File: src/rtl/bird_kinematics.sv
// Velocity-based bird motion engine: gravity, flap impulse with cooldown,
// terminal velocity and ceiling/floor clamping, advanced once per frame tick.
module bird_kinematics #(
    parameter int W            = 11,
    parameter int VW           = 6,
    parameter int BIRD_X       = 150,
    parameter int START_Y      = 200,
    parameter int GRAVITY      = 1,
    parameter int FLAP_IMPULSE = 6,
    parameter int VMAX_DOWN    = 8,
    parameter int Y_MIN        = 0,
    parameter int Y_MAX        = 460,
    parameter int COOLDOWN     = 3
) (
    input  logic                 clk,
    input  logic                 reset,
    input  logic                 restart,
    input  logic                 tick,
    input  logic                 enable,
    input  logic                 flap,
    input  logic                 collision,
    output logic [W-1:0]         bird_x,
    output logic [W-1:0]         bird_y,
    output logic signed [VW-1:0] velocity,
    output logic [1:0]           state,
    output logic                 dead
);

    localparam int CW = (COOLDOWN > 0) ? $clog2(COOLDOWN + 1) : 1;

    localparam logic signed [VW:0]  V_FLAP = (VW+1)'(-FLAP_IMPULSE);
    localparam logic signed [VW:0]  V_MAX  = (VW+1)'(VMAX_DOWN);
    localparam logic signed [VW:0]  V_GRAV = (VW+1)'(GRAVITY);
    localparam logic signed [W+1:0] Y_LO   = (W+2)'(Y_MIN);
    localparam logic signed [W+1:0] Y_HI   = (W+2)'(Y_MAX);

    typedef enum logic [1:0] {
        IDLE = 2'd0,
        FLY  = 2'd1,
        DEAD = 2'd2
    } state_t;

    state_t                st_q, st_d;
    logic [W-1:0]          y_q, y_d;
    logic signed [VW-1:0]  v_q, v_d;
    logic [CW-1:0]         cd_q, cd_d;
    logic                  dead_q, dead_d;
    logic                  pend_q, pend_d;
    logic                  flap_q;
    logic                  flap_ok;
    logic signed [VW:0]    v_grav;
    logic signed [VW:0]    v_sel;
    logic signed [W+1:0]   y_ext;

    assign flap_ok = pend_q && (cd_q == '0);
    assign v_grav  = $signed({v_q[VW-1], v_q}) + V_GRAV;
    assign v_sel   = flap_ok ? V_FLAP
                   : ((v_grav > V_MAX) ? V_MAX : v_grav);
    // Candidate position in a wider signed space so it cannot wrap
    assign y_ext   = $signed({2'b00, y_q})
                   + $signed({{(W+1-VW){v_sel[VW]}}, v_sel});

    always_comb begin
        st_d   = st_q;
        y_d    = y_q;
        v_d    = v_q;
        cd_d   = cd_q;
        dead_d = dead_q;
        pend_d = pend_q | (flap & ~flap_q);
        if (tick) pend_d = 1'b0;
        unique case (st_q)
            IDLE: begin
                pend_d = 1'b0;
                y_d    = W'(START_Y);
                v_d    = '0;
                if (tick && enable) st_d = FLY;
            end
            FLY: begin
                if (tick) begin
                    if (collision) begin
                        st_d   = DEAD;
                        dead_d = 1'b1;
                    end else begin
                        if (flap_ok)
                            cd_d = CW'(COOLDOWN);
                        else if (cd_q != '0)
                            cd_d = cd_q - CW'(1);
                        if (y_ext < Y_LO) begin
                            y_d = W'(Y_MIN);
                            v_d = '0;
                        end else if (y_ext >= Y_HI) begin
                            y_d    = W'(Y_MAX);
                            v_d    = '0;
                            st_d   = DEAD;
                            dead_d = 1'b1;
                        end else begin
                            y_d = y_ext[W-1:0];
                            v_d = v_sel[VW-1:0];
                        end
                    end
                end
            end
            DEAD: begin
                pend_d = 1'b0;
            end
            default: begin
                st_d = IDLE;
            end
        endcase
    end

    always_ff @(posedge clk) begin
        if (reset || restart) begin
            st_q   <= IDLE;
            y_q    <= W'(START_Y);
            v_q    <= '0;
            cd_q   <= '0;
            dead_q <= 1'b0;
            pend_q <= 1'b0;
            flap_q <= 1'b0;
        end else begin
            st_q   <= st_d;
            y_q    <= y_d;
            v_q    <= v_d;
            cd_q   <= cd_d;
            dead_q <= dead_d;
            pend_q <= pend_d;
            flap_q <= flap;
        end
    end

    assign bird_x   = W'(BIRD_X);
    assign bird_y   = y_q;
    assign velocity = v_q;
    assign state    = st_q;
    assign dead     = dead_q;

endmodule

File: config.mk
export PLATFORM = sky130hd
export DESIGN_NAME = bird_kinematics
export DESIGN_NICKNAME = d
export VERILOG_FILES = /design/src/rtl/bird_kinematics.sv
export SDC_FILE = /design/constraint.sdc
export NUM_CORES = 1
export LEC_CHECK = 0
export ABC_CLOCK_PERIOD_IN_PS = 7400
export CAP_MARGIN = 20
export CORE_MARGIN = 4
export CORE_UTILIZATION = 45
export DETAILED_ROUTE_END_ITERATION = 7
export PLACE_DENSITY_LB_ADDON = 0.2
export REMOVE_ABC_BUFFERS = 1
export SLEW_MARGIN = 20
export SYNTH_ARGS = -nofsm -noshare
export SYNTH_HDL_FRONTEND = slang
export SYNTH_SLANG_ARGS = --single-unit
export TNS_END_PERCENT = 1
File: constraint.sdc
create_clock -name clk -period 7.4 [get_ports clk]
set_input_delay 1.48 -clock clk [delete_from_list [all_inputs] [get_ports clk]]
set_output_delay 1.48 -clock clk [all_outputs]
set_load 0.02 [all_outputs]
======== Yosys cells after proc, flatten, opt, wreduce, memory -nomap -nowiden ========
Cells that the tools add are included.
cells by class
  $add $sub $neg .......................... 3
  div/mod/pow operators ................... 0
  eq/ne operators ......................... 8
  multipliers ............................. 0
  magnitude comparators ................... 3
  bitwise logic cells ..................... 5
  reductions and logical operators ........ 14
  shifts and indexed selects .............. 0
  muxes and demuxes ....................... 23
operator list
  kind                  count
  $mux 11               4
  $mux 6                4
  $pmux 11 s2           1
  $mux 2                7
  $mux 7                2
  $add 12x7->13         1
  $ge 13x10->1 const B  1
  $lt 13x1->1 const B   1
  $pmux 6 s2            1
  $ne 2x2->1 const B    4
  $reduce_and 4->1      2
  $reduce_bool 2->1     4
  $add 6x2->7 const B   1
  $gt 7x5->1 const B    1
  $ne 3x3->1 const B    2
  $pmux 2 s3            1
  $reduce_and 5->1      1
  $logic_not 2->1       2
  $reduce_or 4->1       1
  $mux 1                3
  $not 1->1             3
  $reduce_and 3->1      1
  $eq 2x1->1 const B    1
  $eq 2x2->1 const B    1
  5 further kinds       6
storage, ports and cells
  bits in latches ......................... 0
  bits in read-only memories .............. 0
  memories ................................ 0
  logic and storage cells ................. 63
  bits in registers ....................... 24
  bits in writable memories ............... 0
  input port bits ......................... 7
  output and inout bits ................... 31

======== Depth between registers and ports, before layout ========
  word-level depth ........................ 11
  mapped depth ............................ 18
  depth with buffers taken out ............ 17

======== Worst setup path before layout ========
No wires, ideal clock.
  path type ............................... register -> register
  from .................................... register v_q[0] (netlist: velocity[0])
  to ...................................... register v_q[3] (netlist: velocity[3])
  arrival time ............................ 3.805 ns
  cell stages (with the launch flop) ...... 19
  path buffers ............................ 1
  period minus slack after synthesis ...... 3.864 ns
  setup time .............................. 0.060 ns
  data required time ...................... 7.340 ns
  path slack .............................. 3.536 ns
  cells stage by stage .................... dfxtp_1 ha_1 nand3_1 xnor2_1 nor2_1 a21oi_1 a21oi_1 nor3b_1 ha_1 inv_1 fa_1 nand2b_1 a211oi_1 or2b_2 xor2_1 a41o_1 buf_6 nor3_4 a22o_1
on the way
  longest elaborated chain between the ends .. 11
  elaborated cells on any way between the ends .. 12
  classes of those cells .................. add/sub (2); order compare (3); mux (7)
ends and longest elaborated chain
  what                    line  source
  from (decl)             45    logic signed [VW-1:0] v_q, v_d;
  from (signal assigned)  124   v_q <= v_d;
  $add 6x2->7 (*)         56    assign v_grav = $signed({v_q[VW-1], v_q}) + V_GRAV;
  $gt 7x5->1              58    : ((v_grav > V_MAX) ? V_MAX : v_grav);
  $mux 7 (*)              58
  $mux 7 (*)              57    assign v_sel = flap_ok ? V_FLAP
  $add 12x7->13           61    + $signed({{(W+1-VW){v_sel[VW]}}, v_sel});
  $ge 13x10->1            91    end else if (y_ext >= Y_HI) begin
  $mux 6                  91
  $mux 6 (*)              88    if (y_ext < Y_LO) begin
  $mux 6 (*)              80    if (collision) begin
  $mux 6 (*)              79    if (tick) begin
  $pmux 6 s2 (*)          71    unique case (st_q)
Every way passes the cells marked *; elsewhere a longest branch is shown, timed or not. The select of a mux whose other input is x is not followed.
A chain may end at the register's enable or synchronous reset.

======== Worst setup path in the final report ========
  from .................................... register v_q[0] (netlist: velocity[0])
  to ...................................... register v_q[4] (netlist: velocity[4])
The elaborated chain is that of the path after synthesis.

==> results_dict.tcl <==
set metrics [dict create \
    post-dp-hpwl_mm 3.123 \
    power_density_nw_per_um2 122.3 \
    cts_buffers 3 \
    synth_edf_count 0 \
    rrSetupSlack_ns 3.23 \
    fin_cells 296 \
    period_share_pct 56.39 \
    status "complete, no violations" \
    worst_pin_slew_ns 0.9235 \
    syn_area_um2 1858 \
    synth_simple_gate_area_share_pct 19.19 \
    critPathArrivalTime_ns 4.39 \
    vias 1696 \
    post_cts_resized 0 \
    clock.fmax_mhz 239.6 \
    htree_num_levels 1 \
    crit_path_max_incr_delay_ns 0.46 \
    synthTopCellsByCount "24 x dfxtp_1, 21 x nor2_1, 17 x a21oi_1" \
    grt_pass1_wl_mm 6.982 \
    ys_seq_elements 24 \
    drive_above_1_share_pct 5.691 \
    die_y_um 72.26 \
    clk_path_buf_depth 2 \
    cts.reportedPaths.clkPinSlew_ns 0.09 \
    cp-end-kind "flop" \
    antenna_left 0 \
    muxShareOfSynthArea_pct 0.5387 \
    drtPass1Iterations 4 \
    hold_slack_ns 0.4727 \
    ios 38 \
    numClockSinks 24 \
    worstPathMaxFanout 9 \
    finalCriticalPeriod_ns 4.173 \
    r2r_cells 17 \
    io_buffer_count 26 \
    grt-ovfl-total 0 \
    maxSlewViolCount 0 \
    cts_tree "yes" \
    hold_end "cd_q[0]$_SDFFE_PP0P_" \
    cp-start-kind "flop" \
    via_per_inst 5.730 \
    clock_latency_ns 0.27 \
    grt_start_max_net_pins 15 \
    synth_top_area_share_pct 25.86 \
    cts-root-buf "clkbuf_8" \
    die_w_um 72.26 \
    rsz0062_at_grt "no" \
    crit_required_ns 7.62 \
    cp_cell_sequence "ha_1 -> nand3_1 -> xnor2_1 -> nor2_1 -> a21oi_1 -> a21oi_1 -> nor3b_1 -> ha_1 -> inv_1 -> fa_1 -> nand2b_1 -> a211oi_1 -> or2b_2 -> xor2_1 -> a41o_1 -> nor3_4 -> a22o_1" \
    drcViolationCount 0 \
    seq_area_frac_synth_pct 25.86 \
    worst_slew_margin_rel_pct 38.20 \
    timing.final.hold_violations 0 \
    antenna_cells 0 \
    worstHoldPathCells 1 \
    hp-class "reg -> reg" \
    synthXorXnorAreaFrac_pct 4.714 \
    synth_fa_ha_area_share_pct 11.18 \
    setup-tns-final_ns 0 \
    start_util_pct 46.45 \
    synth_top_family_by_area "compound AO/OA/AOI/OAI gates" \
    cp_slowest_cell "dfxtp_1" \
    postSynthCellCount 225 \
    fill_cells 391 \
    antenna_found_initial 0 \
    nets 270 \
    yosysWarnings 0 \
    grt.total_usage_pct 16.28 \
    cp_num_buf_inv 1 \
    synth_compound_area_share_pct 28.22 \
    worstSetupStartpoint "velocity[0]$_SDFFE_PP0P_" \
    coreArea_um2 4000 \
    critPathTopFamily "simple AND/OR/NAND/NOR gates" \
    synth_top_cells_by_area "dfxtp_1 26%, ha_1 10%, a21oi_1 4.6%" \
    synth.distinct_cells 52 \
    cts_hold_buf 0 \
    crit-reg2reg-capture "velocity[4]$_SDFFE_PP0P_" \
    postSynthAreaPerCell_um2 8.258 \
    place_congestion 0.8834 \
    rows 23 \
    total_power_uw 263.9 \
    setup_viol 0 \
    die_area_um2 5221 \
    max-cap-violations 0 \
    crit_type "reg -> reg" \
    yosysTopAreaCell "dfxtp_1" \
    wl_per_cell_um 13.52 \
    fin_worst_skew_ns 0.001143 \
    synth-main-ff-cell "dfxtp_1" \
    wl_mm 4.003 \
    hold_start "cd_q[0]$_SDFFE_PP0P_" \
    yosysMostFrequentCell "dfxtp_1" \
    syn_to_final_growth_pct 16.16 \
    postCtsSetupRepairBufs 0 \
    drt_iter0_markers 111 \
    dp_cells 292 \
    reg2reg_from "velocity[0]$_SDFFE_PP0P_" \
    first_global_vias 1567 \
    leakagePower_nw 0.8754 \
    postSynth.asyncResetShare_pct 0 \
    max-vdd-ir-drop_v 0.00006772 \
]
-- layout make-up --
| cell class | instances | area, um2 | area share, % |
|---|---|---|---|
| clock inverters | 1 | 30.03 | 1.391 |
| flip-flops and latches | 24 | 480.5 | 22.26 |
| inverters | 15 | 56.30 | 2.609 |
| clock buffers | 3 | 41.29 | 1.913 |
| well taps | 50 | 62.56 | 2.899 |
| multi-input cells | 177 | 1227 | 56.87 |
| repair buffers | 26 | 260.3 | 12.06 |
-- stage by stage --
stage | instance area [um2] | worst slack, ns | util (%)
2_1_floorplan | 1764 | 3.519 | -
3_3_place_gp | 2087 | 3.307 | 52.17
3_5_place_dp | 2087 | 3.224 | 52.17
4_1_cts | 2158 | 3.202 | 53.96
5_1_grt | 2158 | 2.710 | 53.96
6_report | 2158 | 3.227 | 53.96
-- routing by layer --
layer | track usage [%] | vias to the layer above | wire length [um]
li1 | - | 846 | -
met1 | 22.99 | 801 | 1981
met2 | 25.48 | 45 | 1779
met3 | 1.801 | 4 | 208
met4 | 6.054 | 0 | 33
met5 | 0 | - | 0
-- state kept, by name (all words and copies together), names as in the netlist --
name and flops:
bird_y 11, cd_q 2, dead 1, flap_q 1
pend_q 1, state 2, velocity 6
-- how the worst max path moves through the flow --
stage / to / cells after the start
global placement: velocity[3]$_SDFFE_PP0P_ / 17
detailed placement: velocity[4]$_SDFFE_PP0P_ / 17
CTS: velocity[4]$_SDFFE_PP0P_ / 17
floorplan: state[0]$_SDFFE_PP0P_ / 17
finish: velocity[4]$_SDFFE_PP0P_ / 17
global route: velocity[0]$_SDFFE_PP0P_ / 17
-- report_power, final --
group          internal, mW  switching, mW
clock                0.0724         0.0447
combinational       0.00582         0.0109
sequential            0.130       0.000499
-- worst register-to-register path, delay by kind of cell, from the launching register on --
kind                       cells  cell delay, ns
AOI/OAI and AO/OA              5            1.16
xor gates and xnor gates       2            0.26
adders and majority gates      3            0.88
buffers and inverters          1            0.06
DFF                            1            0.46
and+or+nand+nor                6            1.33
-- kinds of logic after synthesis --
kind of cell,after synthesis
compound gates,73
xor+xnor,10
fa+ha+maj,16
buf+inv,33
flops,24
mux,1
other cells,2
simple gates,66
-- cell usage in the layout, fill, tap and decap left out, types with 2 or more instances in the layout --
| cell | n |
|---|---|
| a211oi_1 | 4 |
| a21o_1 | 6 |
| a21oi_1 | 17 |
| a22o_1 | 9 |
| a2bb2oi_1 | 3 |
| a31oi_1 | 5 |
| and2_1 | 4 |
| clkbuf_8 | 3 |
| clkdlybuf4s50_1 | 26 |
| conb_1 | 11 |
| dfxtp_1 | 24 |
| ha_1 | 15 |
| inv_1 | 15 |
| nand2_1 | 9 |
| nand2b_1 | 2 |
| nand3_1 | 9 |
| nor2_1 | 21 |
| nor3_1 | 5 |
| nor4_1 | 3 |
| o2111ai_1 | 2 |
| o21ai_0 | 11 |
| o31ai_1 | 4 |
| or2_2 | 2 |
| or3_1 | 2 |
| xnor2_1 | 7 |
| xor2_1 | 3 |
Power figures use the tool's default switching activity.
